`config.mk`:
```
export PLATFORM = sky130hd
export DESIGN_NAME = muldiv_sequencer
export DESIGN_NICKNAME = d
export VERILOG_FILES = /design/src/rtl/lc3b_types.sv /design/src/rtl/muldiv_datapath.sv /design/src/rtl/muldiv_sequencer.sv
export SDC_FILE = /design/constraint.sdc
export NUM_CORES = 1
export LEC_CHECK = 0
export ABC_CLOCK_PERIOD_IN_PS = 3720
export BUFFER_PORTS_ARGS = -buffer_cell sky130_fd_sc_hd__buf_2
export CORE_ASPECT_RATIO = 1.25
export CORE_MARGIN = 3
export CORE_UTILIZATION = 40
export CTS_CLUSTER_DIAMETER = 80
export CTS_CLUSTER_SIZE = 16
export DETAILED_ROUTE_END_ITERATION = 12
export PLACE_DENSITY_LB_ADDON = 0.05
export SLEW_MARGIN = 15
export SYNTH_ARGS = -nofsm -noshare
export SYNTH_HDL_FRONTEND = slang
export SYNTH_SLANG_ARGS = --single-unit
```
`constraint.sdc`:
```
create_clock -name clk -period 3.72 [get_ports clk]
set_input_delay 0.744 -clock clk [delete_from_list [all_inputs] [get_ports clk]]
set_output_delay 0.744 -clock clk [all_outputs]
set_load 0.02 [all_outputs]
```
`src/rtl/lc3b_types.sv`:
```
// rtl/lc3b_types.sv - shared op_x encodings and multiply/divide sequencer state type
//
// Contents:
//   op_mul, op_div   op_x subfunction codes (op_x_bits) that start the sequencer
//   muldiv_state_t   sequencer FSM state (IDLE, RUN, DONE)
package lc3b_types;

    localparam logic [2:0] op_mul = 3'b000;
    localparam logic [2:0] op_div = 3'b001;

    typedef enum logic [1:0] {
        IDLE = 2'd0,
        RUN  = 2'd1,
        DONE = 2'd2
    } muldiv_state_t;

endpackage

```
`src/rtl/muldiv_datapath.sv`:
```
// rtl/muldiv_datapath.sv - shift registers, add/subtract unit and iteration counter
//
// Ports:
//   clk, rst_n         clock, asynchronous active-low reset
//   load               capture a/b/div_mode and preset the counter to WIDTH
//   step               perform one multiply or divide iteration
//   div_mode           1 = restoring divide, 0 = shift-add multiply (sampled on load)
//   a, b               multiplicand/dividend, multiplier/divisor (unsigned magnitudes)
//   lo_step, hi_step   register contents after the current iteration
//   last               the iteration being performed this cycle is the final one
module muldiv_datapath #(
    parameter int WIDTH = 16
) (
    input  logic             clk,
    input  logic             rst_n,
    input  logic             load,
    input  logic             step,
    input  logic             div_mode,
    input  logic [WIDTH-1:0] a,
    input  logic [WIDTH-1:0] b,
    output logic [WIDTH-1:0] lo_step,
    output logic [WIDTH-1:0] hi_step,
    output logic             last
);

    localparam int CW = $clog2(WIDTH + 1);

    logic [WIDTH-1:0] acc_q, acc_d;
    logic [WIDTH-1:0] lo_q, lo_d;
    logic [WIDTH-1:0] b_q, b_d;
    logic             div_q, div_d;
    logic [CW-1:0]    cnt_q, cnt_d;

    // One extra bit on the adder: carry out of the multiply add, borrow of the divide trial.
    logic [WIDTH:0] mul_sum;
    logic [WIDTH:0] div_shift;
    logic [WIDTH:0] div_diff;

    always_comb begin
        mul_sum   = {1'b0, acc_q} + (lo_q[0] ? {1'b0, b_q} : {(WIDTH+1){1'b0}});
        div_shift = {acc_q, lo_q[WIDTH-1]};
        div_diff  = div_shift - {1'b0, b_q};
        if (div_q) begin
            // Remainder stays below the divisor, so a clear top bit means the trial fits.
            if (!div_diff[WIDTH]) begin
                hi_step = div_diff[WIDTH-1:0];
                lo_step = {lo_q[WIDTH-2:0], 1'b1};
            end else begin
                hi_step = div_shift[WIDTH-1:0];
                lo_step = {lo_q[WIDTH-2:0], 1'b0};
            end
        end else begin
            // Shift the sum (with carry) right into the product's high half.
            hi_step = mul_sum[WIDTH:1];
            lo_step = {mul_sum[0], lo_q[WIDTH-1:1]};
        end
    end

    always_comb begin
        acc_d = acc_q;
        lo_d  = lo_q;
        b_d   = b_q;
        div_d = div_q;
        cnt_d = cnt_q;
        if (load) begin
            acc_d = '0;
            lo_d  = a;
            b_d   = b;
            div_d = div_mode;
            cnt_d = CW'(WIDTH);
        end else if (step) begin
            acc_d = hi_step;
            lo_d  = lo_step;
            cnt_d = cnt_q - CW'(1);
        end
    end

    assign last = (cnt_q == CW'(1));

    always_ff @(posedge clk or negedge rst_n) begin
        if (!rst_n) begin
            acc_q <= '0;
            lo_q  <= '0;
            b_q   <= '0;
            div_q <= 1'b0;
            cnt_q <= '0;
        end else begin
            acc_q <= acc_d;
            lo_q  <= lo_d;
            b_q   <= b_d;
            div_q <= div_d;
            cnt_q <= cnt_d;
        end
    end

endmodule

```
`src/rtl/muldiv_sequencer.sv`:
```
// rtl/muldiv_sequencer.sv - multi-cycle op_x multiply/divide sequencer for the EXE stage
//
// Build option: MULDIV_SIGNED_EN selects two's-complement operands (unsigned otherwise).
// Ports:
//   clk, rst_n         clock, asynchronous active-low reset
//   start, op          request (load_alg_reg) and op_x subfunction
//   opA, opB           multiplicand/dividend, multiplier/divisor
//   flush              abort any operation in progress
//   stall              hold IF/ID/EXE while the operation is pending
//   done               one-cycle pulse, results valid
//   res_lo, res_hi     product low/high or quotient/remainder, held until next DONE
//   div_by_zero        last completed divide had a zero divisor
module muldiv_sequencer
    import lc3b_types::*;
#(
    parameter int WIDTH = 16
) (
    input  logic             clk,
    input  logic             rst_n,
    input  logic             start,
    input  logic [2:0]       op,
    input  logic [WIDTH-1:0] opA,
    input  logic [WIDTH-1:0] opB,
    input  logic             flush,
    output logic             stall,
    output logic             done,
    output logic [WIDTH-1:0] res_lo,
    output logic [WIDTH-1:0] res_hi,
    output logic             div_by_zero
);

    muldiv_state_t    state_q, state_d;
    logic [WIDTH-1:0] res_lo_q, res_lo_d;
    logic [WIDTH-1:0] res_hi_q, res_hi_d;
    logic             dbz_q, dbz_d;

    logic             is_div, request;
    logic             dp_load, dp_step, dp_last;
    logic [WIDTH-1:0] dp_a, dp_b, dp_lo, dp_hi;
    logic [WIDTH-1:0] fin_lo, fin_hi;

    assign is_div  = (op == op_div);
    assign request = start && ((op == op_mul) || is_div) && !flush;

`ifdef MULDIV_SIGNED_EN
    // Sign corrections decided at capture and applied as results are loaded.
    logic                 mul_neg_q, mul_neg_d;
    logic                 q_neg_q, q_neg_d;
    logic                 r_neg_q, r_neg_d;
    logic [2*WIDTH-1:0]   prod_raw, prod_fix;

    assign dp_a = opA[WIDTH-1] ? -opA : opA;
    assign dp_b = opB[WIDTH-1] ? -opB : opB;

    always_comb begin
        prod_raw = {dp_hi, dp_lo};
        prod_fix = mul_neg_q ? -prod_raw : prod_raw;
        fin_lo   = q_neg_q ? -prod_fix[WIDTH-1:0] : prod_fix[WIDTH-1:0];
        fin_hi   = r_neg_q ? -prod_fix[2*WIDTH-1:WIDTH] : prod_fix[2*WIDTH-1:WIDTH];
    end
`else
    assign dp_a   = opA;
    assign dp_b   = opB;
    assign fin_lo = dp_lo;
    assign fin_hi = dp_hi;
`endif

    muldiv_datapath #(.WIDTH(WIDTH)) u_datapath (
        .clk      (clk),
        .rst_n    (rst_n),
        .load     (dp_load),
        .step     (dp_step),
        .div_mode (is_div),
        .a        (dp_a),
        .b        (dp_b),
        .lo_step  (dp_lo),
        .hi_step  (dp_hi),
        .last     (dp_last)
    );

    always_comb begin
        state_d  = state_q;
        stall    = 1'b0;
        done     = 1'b0;
        dp_load  = 1'b0;
        dp_step  = 1'b0;
        res_lo_d = res_lo_q;
        res_hi_d = res_hi_q;
        dbz_d    = dbz_q;
`ifdef MULDIV_SIGNED_EN
        mul_neg_d = mul_neg_q;
        q_neg_d   = q_neg_q;
        r_neg_d   = r_neg_q;
`endif
        unique case (state_q)
            IDLE: begin
                if (request) begin
                    stall   = 1'b1;
                    dp_load = 1'b1;
                    dbz_d   = 1'b0;
`ifdef MULDIV_SIGNED_EN
                    mul_neg_d = !is_div && (opA[WIDTH-1] ^ opB[WIDTH-1]);
                    q_neg_d   = is_div && (opA[WIDTH-1] ^ opB[WIDTH-1]);
                    r_neg_d   = is_div && opA[WIDTH-1];
`endif
                    if (is_div && (opB == '0)) begin
                        // Zero divisor: results are fixed, no iterations needed.
                        state_d  = DONE;
                        res_lo_d = '1;
                        res_hi_d = opA;
                        dbz_d    = 1'b1;
                    end else begin
                        state_d = RUN;
                    end
                end
            end
            RUN: begin
                stall = 1'b1;
                if (flush) begin
                    state_d = IDLE;
                end else begin
                    dp_step = 1'b1;
                    if (dp_last) begin
                        state_d  = DONE;
                        res_lo_d = fin_lo;
                        res_hi_d = fin_hi;
                    end
                end
            end
            DONE: begin
                // Results are already committed, so a flush here cannot cancel the pulse.
                done    = 1'b1;
                state_d = IDLE;
            end
            default: state_d = IDLE;
        endcase
    end

    always_ff @(posedge clk or negedge rst_n) begin
        if (!rst_n) begin
            state_q  <= IDLE;
            res_lo_q <= '0;
            res_hi_q <= '0;
            dbz_q    <= 1'b0;
`ifdef MULDIV_SIGNED_EN
            mul_neg_q <= 1'b0;
            q_neg_q   <= 1'b0;
            r_neg_q   <= 1'b0;
`endif
        end else begin
            state_q  <= state_d;
            res_lo_q <= res_lo_d;
            res_hi_q <= res_hi_d;
            dbz_q    <= dbz_d;
`ifdef MULDIV_SIGNED_EN
            mul_neg_q <= mul_neg_d;
            q_neg_q   <= q_neg_d;
            r_neg_q   <= r_neg_d;
`endif
        end
    end

    assign res_lo      = res_lo_q;
    assign res_hi      = res_hi_q;
    assign div_by_zero = dbz_q;

endmodule

```
-- Word level (Yosys, flattened, before mapping)
Index checks and enable logic that the tools add are counted.
- add/sub/neg operators: 3
- multiplexer cells: 33
- reductions and logical operators: 13
- equal/unequal tests: 9
- operator list (operator ; number):
    16-bit 2-to-1 mux ; 16
    16-bit case mux with 2 select lines ; 2
    16-bit by 17-bit adder with 17-bit output ; 1
    17-bit by 16-bit subtractor with 17-bit output ; 1
    16-bit logical NOT ; 1
    5-bit 2-to-1 mux ; 2
    2-bit 2-to-1 mux ; 4
    2-bit != test (second input constant) ; 4
    1-bit 2-to-1 mux ; 7
    5-bit by 1-bit == test with 1-bit output (second input constant) ; 1
    5-bit AND reduction ; 1
    5-bit by 1-bit subtractor with 5-bit output (second input constant) ; 1
    2-bit case mux with 2 select lines ; 1
    2-bit AND reduction ; 2
    2-bit nonzero test ; 2
    3-bit by 1-bit == test with 1-bit output (second input constant) ; 1
    1-bit logical AND ; 3
    3-bit logical NOT ; 1
    3-bit != test (second input constant) ; 1
    2-bit by 1-bit == test with 1-bit output (second input constant) ; 1
    2-bit == test (second input constant) ; 1
    2-bit logical NOT ; 1
    1-bit case mux with 2 select lines ; 1
    1-bit logical NOT ; 1
    1-bit logical OR ; 1
- word-level logic and storage cells: 67
- input bits: 39
- register bits: 89
- output and inout bits: 35

-- Longest topological paths before layout
Gate-level depths: netlist (run 1).
- word-level depth: 7
- gate-level depth with buffers: 13
- gate-level depth less buffers: 12

-- Modules after synthesis
From an unflattened synthesis (run 1), not the netlist that was laid out.
- cells, all modules: 669
- area total of the unflattened synthesis: 6173.4 µm²
- modules (own cells, without submodules) (module ; area each (µm²) ; seq. area each (µm²) ; instances ; cells each):
    muldiv_datapath ; 4458.0 ; 1351.3 ; 1 ; 526
    muldiv_sequencer ; 1715.4 ; 875.8 ; 1 ; 143

-- Least setup slack after synthesis (run 1)
Ideal clock, no wire load.
- path kind: reg2reg
- start point: register u_datapath.lo_q[0]
- end point: register u_datapath.acc_q[15]
- slack: 0.569 ns
- clock period less this slack: 3.151 ns
- data required time: 3.592 ns
- buffers on the path: 1
- stages on the path, launching flop included: 14
- data arrival time: 3.023 ns
- cells stage by stage: dfrtp_1 -> clkbuf_1 -> and2_1 -> ha_1 -> fa_1 -> a211o_1 -> a2111oi_1 -> nor3_1 -> a21oi_1 -> a31oi_1 -> a21o_1 -> a211o_1 -> o311ai_2 -> o21ai_2
- longest elaborated chain between the ends: 5
- ends and longest elaborated chain (what ; RTL line ; source):
    from (decl) ; muldiv_datapath.sv:29 ; logic [WIDTH-1:0] lo_q, lo_d;
    from (signal assigned) ; muldiv_datapath.sv:89 ; lo_q <= lo_d;
    16-bit 2-to-1 mux ; muldiv_datapath.sv:40 ; mul_sum = {1'b0, acc_q} + (lo_q[0] ? {1'b0, b_q} : {(WIDTH+1){1'b0}});
    16-bit by 17-bit adder with 17-bit output ; muldiv_datapath.sv:40 ;
    16-bit 2-to-1 mux ; muldiv_datapath.sv:43 ; if (div_q) begin
    16-bit 2-to-1 mux ; muldiv_datapath.sv:71 ; end else if (step) begin
    16-bit 2-to-1 mux ; muldiv_datapath.sv:65 ; if (load) begin
    to (signal assigned) ; muldiv_datapath.sv:82 ; acc_q <= '0;
    to (signal assigned) ; muldiv_datapath.sv:88 ; acc_q <= acc_d;
    to (decl) ; muldiv_datapath.sv:28 ; logic [WIDTH-1:0] acc_q, acc_d;
No other way between the ends. The select of a mux whose other input is x is not followed.
A chain may end at the register's enable or synchronous reset.

-- Final worst setup path (run 1)
- start point: register u_datapath.lo_q[15]
- end point: register res_hi_q[8] (netlist: res_hi[8])
- longest elaborated chain between the ends: 6
- ends and longest elaborated chain (what ; RTL line ; source):
    17-bit by 16-bit subtractor with 17-bit output ; muldiv_datapath.sv:42 ; div_diff = div_shift - {1'b0, b_q};
    16-bit 2-to-1 mux ; muldiv_datapath.sv:45 ; if (!div_diff[WIDTH]) begin
    16-bit 2-to-1 mux ; muldiv_datapath.sv:43 ;
    16-bit 2-to-1 mux ; muldiv_sequencer.sv:123 ; if (dp_last) begin
    16-bit 2-to-1 mux ; muldiv_sequencer.sv:119 ; if (flush) begin
    16-bit case mux with 2 select lines ; muldiv_sequencer.sv:95 ; unique case (state_q)
    to (signal assigned) ; muldiv_sequencer.sv:153 ; res_hi_q <= res_hi_d;
    to (decl) ; muldiv_sequencer.sv:34 ; logic [WIDTH-1:0] res_hi_q, res_hi_d;
No other way between the ends. The select of a mux whose other input is x is not followed.

==> reports/qor.log, run 1 <==
INFO  status         status=finished, final reports clean
INFO  power          power_density=613nW/um2
INFO  timing         setup_slack=0.454ns
INFO  clock_tree     cts_root_buffer=sky130_fd_sc_hd__clkbuf_16
INFO  cells_and_area final_common_cell=sky130_fd_sc_hd__dfrtp_1
INFO  logic_synthesis synth_area=5810um2
INFO  placed_design  post-dp-hpwl=12400um
INFO  global_route   use_met1=30.0%
INFO  power          cellLeakagePower=3.19nW
INFO  logic_synthesis yosysSeqAreaShare=38.3%
INFO  detailed_routing ant_nets=0
INFO  clock_tree     tritoncts=built
INFO  global_route   grt_first_pass_wirelength=26500um
INFO  min_path       hold-path-cell-count=2
INFO  clock_tree     clockBufferDepth=2
INFO  detailed_routing drt_iter0_drc=323
INFO  clock_tree     clk_pin_slew=0.07ns
INFO  logic_synthesis synth_cell_types=66
INFO  clock_tree     post-cts-setup-buffer-count=0
INFO  critical_path  register_to_register_path_setup_slack=0.45ns
INFO  critical_path  crit_path_max_fanout=11
INFO  critical_path  setup.worst_path.end_class=register
INFO  critical_path  worst-r2r-cell-count=13
INFO  timing         drv_slew=0
INFO  cells_and_area final_layout_size_suffix_gt1_share=18.6%
INFO  floorplan      io_pins=74
INFO  floorplan      dieWidth=114um
INFO  clock_tree     worstSkewPairLatency=0.35ns
INFO  cells_and_area design.final.nets=809
INFO  placed_design  gp_congestion=0.847
INFO  placed_design  port_buffers=73
INFO  power          fin_total_pwr=0.00412W
INFO  clock_tree     cts.sink_count=89
INFO  critical_path  r2r-end=res_hi[8]
INFO  min_path       worst_hold_path.endpoint=div_by_zero
INFO  timing         grt_setup_unrepaired=false
INFO  detailed_routing route.detailed.wl_per_inst=17.9um
INFO  logic_synthesis synthFlopType=sky130_fd_sc_hd__dfrtp_1
INFO  floorplan      dieArea=16000um2
INFO  global_route   grt_util_met3=2.15%
INFO  logic_synthesis synth_top_area_cells=sky130_fd_sc_hd__dfrtp_1 38%, sky130_fd_sc_hd__ha_1 7.3%, sky130_fd_sc_hd__nand2_1 5.0%
INFO  clock_tree     cts_inserted_buffers=9
INFO  logic_synthesis synth_area_per_cell=8.77um2
INFO  global_route   grt.overflow.total=0
INFO  detailed_routing avgViaCountPerCell=5.44
INFO  logic_synthesis synth-edff-count=0
INFO  global_route   grt_util_all_layers=20.9%
INFO  logic_synthesis syn-instance-count=662
INFO  timing         setup_violations=0
INFO  floorplan      floorplan.die.height=141um
INFO  timing         final.setup.tns=0ns
INFO  cells_and_area most-common-layout-cells=88 x sky130_fd_sc_hd__dfrtp_1, 78 x sky130_fd_sc_hd__nand2_1, 72 x sky130_fd_sc_hd__buf_2, 66 x sky130_fd_sc_hd__nor2_1, 55 x sky130_fd_sc_hd__a21oi_1
INFO  cells_and_area post-route-util=48.1%
INFO  floorplan      start_util=41.5%
INFO  logic_synthesis synth.net_count=737
INFO  logic_synthesis postSynthRegisterBits=89
INFO  min_path       worst_hold_startpoint=div_by_zero
INFO  logic_synthesis synthDominantAreaCellType=sky130_fd_sc_hd__dfrtp_1
INFO  cells_and_area finalInstanceArea=6730um2
INFO  timing         max_slew_margin=36.5%
INFO  timing         timing_hold_violations_final=0
INFO  timing         layout_worst_path_cycle_share=87.8%
INFO  logic_synthesis synth_warnings=0
INFO  critical_path  criticalPathCategory=reg2reg
INFO  detailed_routing routed-via-count=4971
INFO  timing         clock.fmax=306MHz
INFO  job            drv_cap=0
INFO  min_path       min-delay-path-class=reg2reg
INFO  detailed_routing overall_routed_net_length=16400um
INFO  power          maximum_vdd_drop=0.263mV
INFO  global_route   antenna_found_initial=0
INFO  logic_synthesis asyncSetResetFlopFracSynth=100%
INFO  global_route   grt-busiest-layer=met2
INFO  floorplan      placement_rows=48
INFO  timing         clock_skew=0.00542ns
INFO  timing         min_period=3.27ns
INFO  detailed_routing drt_drc_violations_left=0
INFO  global_route   grt_pass1_vias=4880
INFO  critical_path  timing.critical_path.arrival=3.49ns
INFO  global_route   met2_usage_grt=33.3%
INFO  floorplan      core_area=14000um2
INFO  clock_tree     maximum_level_of_the_cts_h_tree=3
INFO  placed_design  place_area=6440um2
INFO  critical_path  crit_path_start_kind=register
INFO  critical_path  timing.critical_path.required=3.94ns
INFO  detailed_routing router_iterations_before_antenna_repair=5
INFO  logic_synthesis yosysTopAreaCellShare=38.3%
INFO  critical_path  origin_of_the_critical_flop_to_flop_path=u_datapath.lo_q[15]
INFO  timing         tightest_slew=0.953ns
INFO  cells_and_area area.growth.synth_to_final=15.9%
INFO  global_route   maximum_number_of_pins_on_one_net_before_global_route_repair=73
INFO  clock_tree     post_cts_resize_count=0
INFO  cells_and_area num_antenna_cells=0
INFO  placed_design  placement.setup.worst_slack=0.451ns
INFO  clock_tree     cts-hold-fix-buffers=0
[kinds of logic after synthesis]
logic type | share of synthesized area [%]
AND/OR/NAND/NOR | 18.0
flip-flops | 38.3
buffers and inverters | 4.03
adder cells (fa/ha/maj) | 8.01
XOR/XNOR | 4.67
AO/OA/AOI/OAI | 22.5
multiplexers | 4.39
[critical path: stages, from the launching register on]
cell	delay [ns]
sky130_fd_sc_hd__dfrtp_1	0.39
sky130_fd_sc_hd__inv_1	0.06
sky130_fd_sc_hd__ha_1	0.22
sky130_fd_sc_hd__fa_1	0.41
sky130_fd_sc_hd__nor2b_1	0.19
sky130_fd_sc_hd__o31ai_2	0.13
sky130_fd_sc_hd__a22oi_4	0.24
sky130_fd_sc_hd__a31oi_4	0.14
sky130_fd_sc_hd__a21oi_4	0.24
sky130_fd_sc_hd__xor2_4	0.25
sky130_fd_sc_hd__buf_4	0.25
sky130_fd_sc_hd__mux2_2	0.35
sky130_fd_sc_hd__a21oi_1	0.19
sky130_fd_sc_hd__o21ai_0	0.09
[flip-flops by register name (all words and copies together) (netlist names)]
name	cells
res_lo	16
u_datapath.acc_q	16
state_q	2
res_hi	16
u_datapath.cnt_q	5
u_datapath.b_q	16
u_datapath.div_q	1
div_by_zero	1
u_datapath.lo_q	16
[metrics by stage]
step,hold slack (ns),std cells
after floorplan,0.448,662
after CTS,0.482,913
after detailed placement,0.465,898
final,0.473,913
after global routing,0.503,913
after global placement,0.458,898
[how the worst max path moves through the flow]
stage	to	slack [ns]	startpoint	depth (start not counted)
after floorplan	u_datapath.acc_q[15]	0.57	u_datapath.lo_q[0]	13
after global placement	u_datapath.acc_q[15]	0.53	u_datapath.b_q[0]	13
after detailed placement	u_datapath.acc_q[8]	0.45	u_datapath.lo_q[15]	13
after CTS	res_hi[8]	0.45	u_datapath.lo_q[15]	13
after global routing	u_datapath.acc_q[15]	0.20	u_datapath.b_q[0]	13
final	res_hi[8]	0.45	u_datapath.lo_q[15]	13
[cell usage after synthesis, types with 11 or more instances]
master                     count
sky130_fd_sc_hd__a21oi_1      56
sky130_fd_sc_hd__and2_1       20
sky130_fd_sc_hd__clkbuf_1     25
sky130_fd_sc_hd__dfrtp_1      89
sky130_fd_sc_hd__ha_1         34
sky130_fd_sc_hd__inv_1        28
sky130_fd_sc_hd__mux2i_1      21
sky130_fd_sc_hd__nand2_1      78
sky130_fd_sc_hd__nand3_1      15
sky130_fd_sc_hd__nor2_1       66
sky130_fd_sc_hd__nor2b_1      11
sky130_fd_sc_hd__o21ai_0      52
sky130_fd_sc_hd__xnor2_1      12
sky130_fd_sc_hd__xor2_1       14
[power by group]
part	switching (W)	leakage [nW]	total, W	internal [W]
Sequential	0.000220	1.14	0.00139	0.00117
Combinational	0.00103	1.91	0.00180	0.000773
Clock	0.000415	0.138	0.000936	0.000521
Total	0.00166	3.19	0.00412	0.00246
[layout make-up]
cell class / count / area [um2]
sequential: 89 / 2230
multi-input combinational: 513 / 3370
fill: 1374 / 7260
clock inverter: 6 / 67.6
timing repair buffer: 93 / 518
tap: 175 / 219
clock buffer: 9 / 225
inverter: 28 / 105
[per-layer routing]
| metal | vias to the layer above | part of all wire (%) |
|---|---|---|
| met3 | 18 | 3.9 |
| met5 | - | 0 |
| met4 | 0 | 1.7 |
| li1 | 2492 | - |
| met1 | 2338 | 48 |
| met2 | 123 | 46 |
Note: power is estimated with default switching activity, not from simulation.
==> run 2, diff against run 1 <==
--- a/config.mk
+++ b/config.mk
@@ -17,4 +17,5 @@
 export SLEW_MARGIN = 15
 export SYNTH_ARGS = -nofsm -noshare
 export SYNTH_HDL_FRONTEND = slang
+export SYNTH_HIERARCHICAL = 1
 export SYNTH_SLANG_ARGS = --single-unit
==> constraint.sdc (replaced) <==
create_clock -name clk -period 3.72 [get_ports clk]
set_input_delay 0.186 -clock clk [delete_from_list [all_inputs] [get_ports clk]]
set_output_delay 0.186 -clock clk [all_outputs]
set_load 0.02 [all_outputs]
==> run 2 against run 1 <==
Compared with the run above: the flow now finishes with violations (hold timing); via count up 0.56%; cell area up 4.7%; count of clock-buffer cells in the layout up 1; die area up 6.0%; clock power up 4.2%; core utilization down 1.4 points; sequential share of layout area down 1.5 points; non-clock buffer count down 9; flip-flop and latch count unchanged; global-route usage down 0.46 points.
==> reports/qor.log, run 2 <==
INFO  status         status=finished with violations
INFO  status         violations=hold timing
INFO  clock_tree     post-cts-setup-buffer-count=0
INFO  logic_synthesis syn-instance-count=669
INFO  timing         drv_slew=0
INFO  cells_and_area final_layout_size_suffix_gt1_share=22.6%
INFO  placed_design  place_area=6720um2
INFO  logic_synthesis synthDominantAreaCellType=sky130_fd_sc_hd__dfrtp_1
INFO  timing         grt_setup_unrepaired=false
INFO  detailed_routing route.detailed.wl_per_inst=17.8um
INFO  logic_synthesis yosysSeqAreaShare=36.1%
INFO  clock_tree     cts_inserted_buffers=9
INFO  logic_synthesis synth_warnings=6
INFO  detailed_routing ant_nets=0
INFO  logic_synthesis synthMostInstantiatedCell=sky130_fd_sc_hd__dfrtp_1
INFO  floorplan      placement_rows=50
INFO  detailed_routing overall_routed_net_length=16800um
INFO  logic_synthesis yosysTopAreaCellShare=36.1%
INFO  critical_path  timing.critical_path.arrival=3.74ns
INFO  logic_synthesis synth_area_per_cell=9.23um2
INFO  cells_and_area most-common-layout-cells=89 x sky130_fd_sc_hd__dfrtp_1, 78 x sky130_fd_sc_hd__nand2_1, 72 x sky130_fd_sc_hd__buf_2, 54 x sky130_fd_sc_hd__nor2_1, 49 x sky130_fd_sc_hd__mux2_2
INFO  clock_tree     cts-hold-fix-buffers=0
INFO  cells_and_area area.growth.synth_to_final=14.1%
INFO  detailed_routing drt_drc_violations_left=0
INFO  timing         setup_violations=0
INFO  power          power_density=762nW/um2
INFO  clock_tree     tritoncts=built
INFO  detailed_routing router_iterations_before_antenna_repair=4
INFO  clock_tree     worstSkewPairLatency=0.36ns
INFO  floorplan      dieArea=17000um2
INFO  critical_path  criticalPathCategory=reg2reg
INFO  logic_synthesis synthFlopType=sky130_fd_sc_hd__dfrtp_1
INFO  cells_and_area num_antenna_cells=0
INFO  critical_path  crit_path_start_kind=register
INFO  timing         layout_worst_path_cycle_share=94.2%
INFO  logic_synthesis synth_area=6170um2
INFO  power          cellLeakagePower=3.28nW
INFO  timing         clock_skew=0.0105ns
INFO  power          maximum_vdd_drop=0.232mV
INFO  detailed_routing routed-via-count=4999
INFO  critical_path  setup.worst_path.end_class=register
INFO  logic_synthesis synth_top_area_cells=sky130_fd_sc_hd__dfrtp_1 36%, sky130_fd_sc_hd__mux2_2 8.9%, sky130_fd_sc_hd__ha_1 6.9%
INFO  logic_synthesis synth.net_count=744
INFO  clock_tree     cts_root_buffer=sky130_fd_sc_hd__clkbuf_16
INFO  cells_and_area finalInstanceArea=7040um2
INFO  timing         min_period=3.51ns
INFO  critical_path  crit_path_max_fanout=15
INFO  logic_synthesis synth_cell_types=66
INFO  clock_tree     maximum_level_of_the_cts_h_tree=3
INFO  timing         final.hold.worst_slack=-0.0332ns
INFO  timing         clock.fmax=285MHz
INFO  timing         max_slew_margin=39.1%
INFO  min_path       min-delay-path-class=in2async
INFO  timing         timing_hold_violations_final=66
INFO  logic_synthesis asyncSetResetFlopFracSynth=100%
INFO  floorplan      core_area=15100um2
INFO  floorplan      io_pins=74
INFO  logic_synthesis synth_top_cells_by_count=89 x sky130_fd_sc_hd__dfrtp_1, 78 x sky130_fd_sc_hd__nand2_1, 54 x sky130_fd_sc_hd__nor2_1
INFO  global_route   maximum_number_of_pins_on_one_net_before_global_route_repair=68
INFO  floorplan      dieWidth=117um
INFO  timing         tightest_slew=0.913ns
INFO  floorplan      floorplan.die.height=145um
INFO  global_route   grt.overflow.total=0
INFO  cells_and_area final_common_cell=sky130_fd_sc_hd__dfrtp_1
INFO  placed_design  port_buffers=73
INFO  clock_tree     clk_pin_slew=0.07ns
INFO  global_route   grt_util_all_layers=20.5%
INFO  global_route   grt_first_pass_wirelength=26800um
INFO  floorplan      start_util=40.9%
INFO  job            drv_cap=0
INFO  logic_synthesis synth-edff-count=0
INFO  placed_design  post-dp-hpwl=12300um
INFO  clock_tree     cts.sink_count=89
INFO  detailed_routing drt_iter0_drc=194
INFO  clock_tree     clockBufferDepth=2
INFO  placed_design  gp_congestion=0.876
INFO  detailed_routing avgViaCountPerCell=5.30
INFO  logic_synthesis postSynthRegisterBits=89
INFO  cells_and_area design.final.nets=805
INFO  global_route   antenna_found_initial=0
INFO  critical_path  timing.critical_path.required=3.95ns
INFO  timing         final.setup.tns=0ns
INFO  global_route   grt_pass1_vias=5113
==> run 2: layout make-up <==
cell class | count | area (um2)
Fill cell | 1513 | 8030
Multi-Input combinational cell | 497 | 3610
Sequential cell | 89 | 2230
Timing Repair Buffer | 84 | 450
Tap cell | 208 | 260
Clock buffer | 10 | 239
Inverter | 49 | 184
Clock inverter | 6 | 72.6
==> run 2: path summary, 6_finish.rpt <==
path,from,end,slack (ns),cells after the start
max in group asynchronous,rst_n,u_datapath/lo_q[4],2.88,2
min in group clk,opB[13],u_datapath/b_q[13],0.05,3
hold / removal,rst_n,u_datapath/cnt_q[0],-0.03,1
setup reg to reg,u_datapath/lo_q[0],res_hi[9],0.21,12
hold reg to reg,res_hi[15],res_hi[15],0.51,1
setup / recovery,u_datapath/lo_q[0],res_hi[9],0.21,12
==> run 2: through the flow <==
stage          total power, W  utilization, %  hold WS, ns  cells  setup slack (ns)
2_1_floorplan         0.00363               -       -0.110    669             0.589
4_1_cts               0.00536            46.6      0.00627    943             0.228
3_5_place_dp          0.00435            44.6        0.388    927             0.225
6_report              0.00537            46.7      -0.0332    943             0.215
3_3_place_gp          0.00436            44.6        0.379    927             0.244
5_1_grt               0.00578            46.7       0.0367    943            0.0686
==> run 2: power breakdown <==
| group | internal (W) | switching (W) |
|---|---|---|
| Combinational | 0.00124 | 0.00172 |
| Sequential | 0.00120 | 0.000239 |
| Clock | 0.000547 | 0.000428 |
| Total | 0.00298 | 0.00239 |
==> run 2: worst max-delay path, cell delays in order (launching register included) <==
cell and delay, ns:
sky130_fd_sc_hd__dfrtp_1 0.41, sky130_fd_sc_hd__buf_4 0.21, sky130_fd_sc_hd__and2_1 0.18, sky130_fd_sc_hd__fa_1 0.45, sky130_fd_sc_hd__a21o_1 0.20, sky130_fd_sc_hd__nand3_1 0.12, sky130_fd_sc_hd__a31oi_1 0.25, sky130_fd_sc_hd__o31a_1 0.35
sky130_fd_sc_hd__o21a_1 0.17, sky130_fd_sc_hd__o31ai_1 0.23, sky130_fd_sc_hd__o221ai_1 0.24, sky130_fd_sc_hd__mux2_2 0.32, sky130_fd_sc_hd__mux2_2 0.26
==> run 2: per-layer routing <==
layer  share of wire [%]  vias to the layer above  routed length (um)  track usage, %
met5                   0                        -                   0               0
met4                 1.1                        0                 180            5.74
met3                 4.3                       14                 714            3.95
met2                  46                      124                7770            32.5
met1                  48                     2389                8110            28.5
li1                    -                     2472                   -               -
==> run 2: logic make-up (layout without fill, tap and decap cells) <==
kind of cell,Yosys count,in the layout,synth area share (%)
AOI/OAI and AO/OA,153,153,17.1
xor gates and xnor gates,27,27,4.07
adders and majority gates,36,36,7.54
buffers and inverters,83,149,5.70
DFF,89,89,36.1
muxes,87,87,15.1
and+or+nand+nor,194,194,14.5
==> run 2: what timing repair did <==
action / 4_1_cts / 5_1_grt
endpoints found under the hold margin: 0 / 0
setup endpoints to repair: 0 / 4
resized for setup: 0 / 1
==> run 3, diff against run 2 <==
==> constraint.sdc (replaced) <==
create_clock -name clk -period 3.72 [get_ports clk]
set_input_delay 0 -clock clk [delete_from_list [all_inputs] [get_ports clk]]
set_output_delay 0 -clock clk [all_outputs]
set_load 0.02 [all_outputs]
==> run 3 against run 2 <==
Compared with the run above: the flow now finishes without violations; wire length grew 1.7%; combinational power up 2%; global-route usage up 0.50 points; cell count increased by 4.5%; maximum frequency is 2.1% higher.
==> reports/qor.log, run 3 (synthesized netlist as in run 2, its figures left out) <==
INFO  cells_and_area design.final.nets=847
INFO  timing         grt_setup_unrepaired=false
INFO  global_route   grt_first_pass_wirelength=27500um
INFO  critical_path  worst-r2r-cell-count=13
INFO  min_path       min-delay-path-class=in2reg
INFO  placed_design  gp_congestion=0.893
INFO  placed_design  post-dp-hpwl=12600um
INFO  job            drv_cap=0
INFO  global_route   grt_util_all_layers=21.0%
INFO  cells_and_area final_layout_size_suffix_gt1_share=22.4%
INFO  timing         setup_violations=0
INFO  timing         layout_worst_path_cycle_share=92.3%
INFO  detailed_routing drt_iter0_drc=196
INFO  floorplan      io_pins=74
INFO  power          power_density=723nW/um2
INFO  timing         clock_skew=0.0112ns
INFO  timing         final.setup.tns=0ns
INFO  min_path       worst_hold_startpoint=op[2]
INFO  cells_and_area final_common_cell=sky130_fd_sc_hd__dfrtp_1
INFO  timing         max_slew_margin=31.6%
INFO  critical_path  timing.critical_path.required=3.95ns
INFO  floorplan      floorplan.die.height=145um
INFO  timing         clock.fmax=291MHz
INFO  detailed_routing routed-via-count=5108
INFO  clock_tree     worstSkewPairLatency=0.35ns
INFO  detailed_routing router_iterations_before_antenna_repair=5
INFO  cells_and_area num_antenna_cells=0
INFO  clock_tree     cts-hold-fix-buffers=34
INFO  detailed_routing ant_nets=0
INFO  clock_tree     cts_root_buffer=sky130_fd_sc_hd__clkbuf_16
INFO  critical_path  origin_of_the_critical_flop_to_flop_path=u_datapath/lo_q[0]
INFO  floorplan      placement_rows=50
INFO  floorplan      dieWidth=117um
INFO  timing         drv_slew=0
INFO  clock_tree     post-cts-setup-buffer-count=0
INFO  detailed_routing route.detailed.wl_per_inst=17.3um
INFO  critical_path  timing.critical_path.arrival=3.67ns
INFO  clock_tree     clockBufferDepth=2
INFO  min_path       hold-path-cell-count=4
INFO  detailed_routing drt_drc_violations_left=0
INFO  power          maximum_vdd_drop=0.266mV
INFO  global_route   grt.overflow.total=0
INFO  floorplan      dieArea=17000um2
INFO  global_route   maximum_number_of_pins_on_one_net_before_global_route_repair=84
INFO  clock_tree     cts_inserted_buffers=9
INFO  clock_tree     post_cts_resize_count=0
INFO  clock_tree     maximum_level_of_the_cts_h_tree=3
INFO  detailed_routing overall_routed_net_length=17100um
INFO  timing         min_period=3.43ns
INFO  clock_tree     tritoncts=built
INFO  critical_path  setup.worst_path.end_class=register
INFO  critical_path  register_to_register_path_setup_slack=0.29ns
INFO  clock_tree     cts.sink_count=89
INFO  timing         tightest_slew=1.03ns
INFO  critical_path  crit_path_start_kind=register
INFO  cells_and_area area.growth.synth_to_final=20.0%
INFO  min_path       worst_hold_path.endpoint=u_datapath/div_q
INFO  clock_tree     clk_pin_slew=0.07ns
INFO  global_route   antenna_found_initial=0
INFO  critical_path  r2r-end=res_hi[13]
INFO  cells_and_area most-common-layout-cells=89 x sky130_fd_sc_hd__dfrtp_1, 78 x sky130_fd_sc_hd__nand2_1, 72 x sky130_fd_sc_hd__buf_2, 54 x sky130_fd_sc_hd__nor2_1, 49 x sky130_fd_sc_hd__mux2_2
INFO  detailed_routing avgViaCountPerCell=5.19
INFO  status         status=finished, final reports clean
INFO  critical_path  criticalPathCategory=reg2reg
INFO  global_route   grt_pass1_vias=5280
INFO  critical_path  crit_path_max_fanout=15
INFO  power          cellLeakagePower=3.45nW
INFO  power          fin_total_pwr=0.00536W
INFO  floorplan      start_util=40.9%
INFO  placed_design  port_buffers=73
INFO  floorplan      core_area=15100um2
INFO  timing         timing_hold_violations_final=0
## run 3: cell types whose count changed in the layout (fill, tap and decap cells not counted), sizes merged
cell	before	now
bufinv	1	0
clkinv	0	1
dlygate4sd3	0	34
buf	84	92
## run 3: cell type report
class / instances / area (um2)
Fill cell: 1463 / 7670
Multi-Input combinational cell: 497 / 3600
Sequential cell: 89 / 2230
Timing Repair Buffer: 126 / 851
Tap cell: 208 / 260
Clock buffer: 10 / 239
Inverter: 49 / 184
Clock inverter: 6 / 48.8
## run 3: through the flow
| step | cells | setup slack [ns] | area [um2] | util, % | hold WS (ns) |
|---|---|---|---|---|---|
| floorplan | 669 | 0.589 | 6170 | - | -0.296 |
| global placement | 935 | 0.301 | 6780 | 45.0 | 0.187 |
| detailed placement | 935 | 0.283 | 6780 | 45.0 | 0.201 |
| CTS | 985 | 0.276 | 7410 | 49.1 | 0.0436 |
| global route | 985 | 0.0765 | 7410 | 49.1 | 0.0649 |
| finish | 985 | 0.288 | 7410 | 49.1 | 0.0518 |
## run 3: worst max path at each step
stage                        start         end  slack (ns)  cells after the start
2_1_floorplan   u_datapath/lo_q[0]  res_hi[13]        0.59                     14
3_3_place_gp    u_datapath/lo_q[0]  res_hi[13]        0.30                     13
3_5_place_dp   u_datapath/lo_q[15]  res_hi[12]        0.28                     13
4_1_cts        u_datapath/lo_q[15]  res_hi[14]        0.28                     13
5_1_grt        u_datapath/acc_q[9]  res_hi[14]        0.08                     11
6_report        u_datapath/lo_q[0]  res_hi[13]        0.29                     13
## run 3: critical path: stages (launching register included)
cell and delay (ns):
sky130_fd_sc_hd__dfrtp_1 0.43, sky130_fd_sc_hd__buf_4 0.22, sky130_fd_sc_hd__and2_1 0.19, sky130_fd_sc_hd__fa_1 0.44, sky130_fd_sc_hd__a21o_1 0.19, sky130_fd_sc_hd__nand3_1 0.12
sky130_fd_sc_hd__a31oi_1 0.22, sky130_fd_sc_hd__a211o_1 0.35, sky130_fd_sc_hd__a21oi_1 0.24, sky130_fd_sc_hd__o21bai_1 0.11, sky130_fd_sc_hd__mux2i_1 0.21, sky130_fd_sc_hd__nand2_1 0.07
sky130_fd_sc_hd__mux2_2 0.27, sky130_fd_sc_hd__mux2_2 0.26
## run 3: where the power goes
part           switching [W]  total, W  internal (W)
sequential          0.000242   0.00144       0.00120
clock               0.000425  0.000903      0.000478
combinational        0.00172   0.00301       0.00129
total                0.00239   0.00536       0.00297
## run 3: routing by layer
metal  GRT usage, %  vias up  share of wire (%)
met1           28.5     2445                 47
met5              0        -                  0
li1               -     2551                  -
met4           5.92        0               0.84
met3           3.33        8                3.7
met2           34.6      104                 49
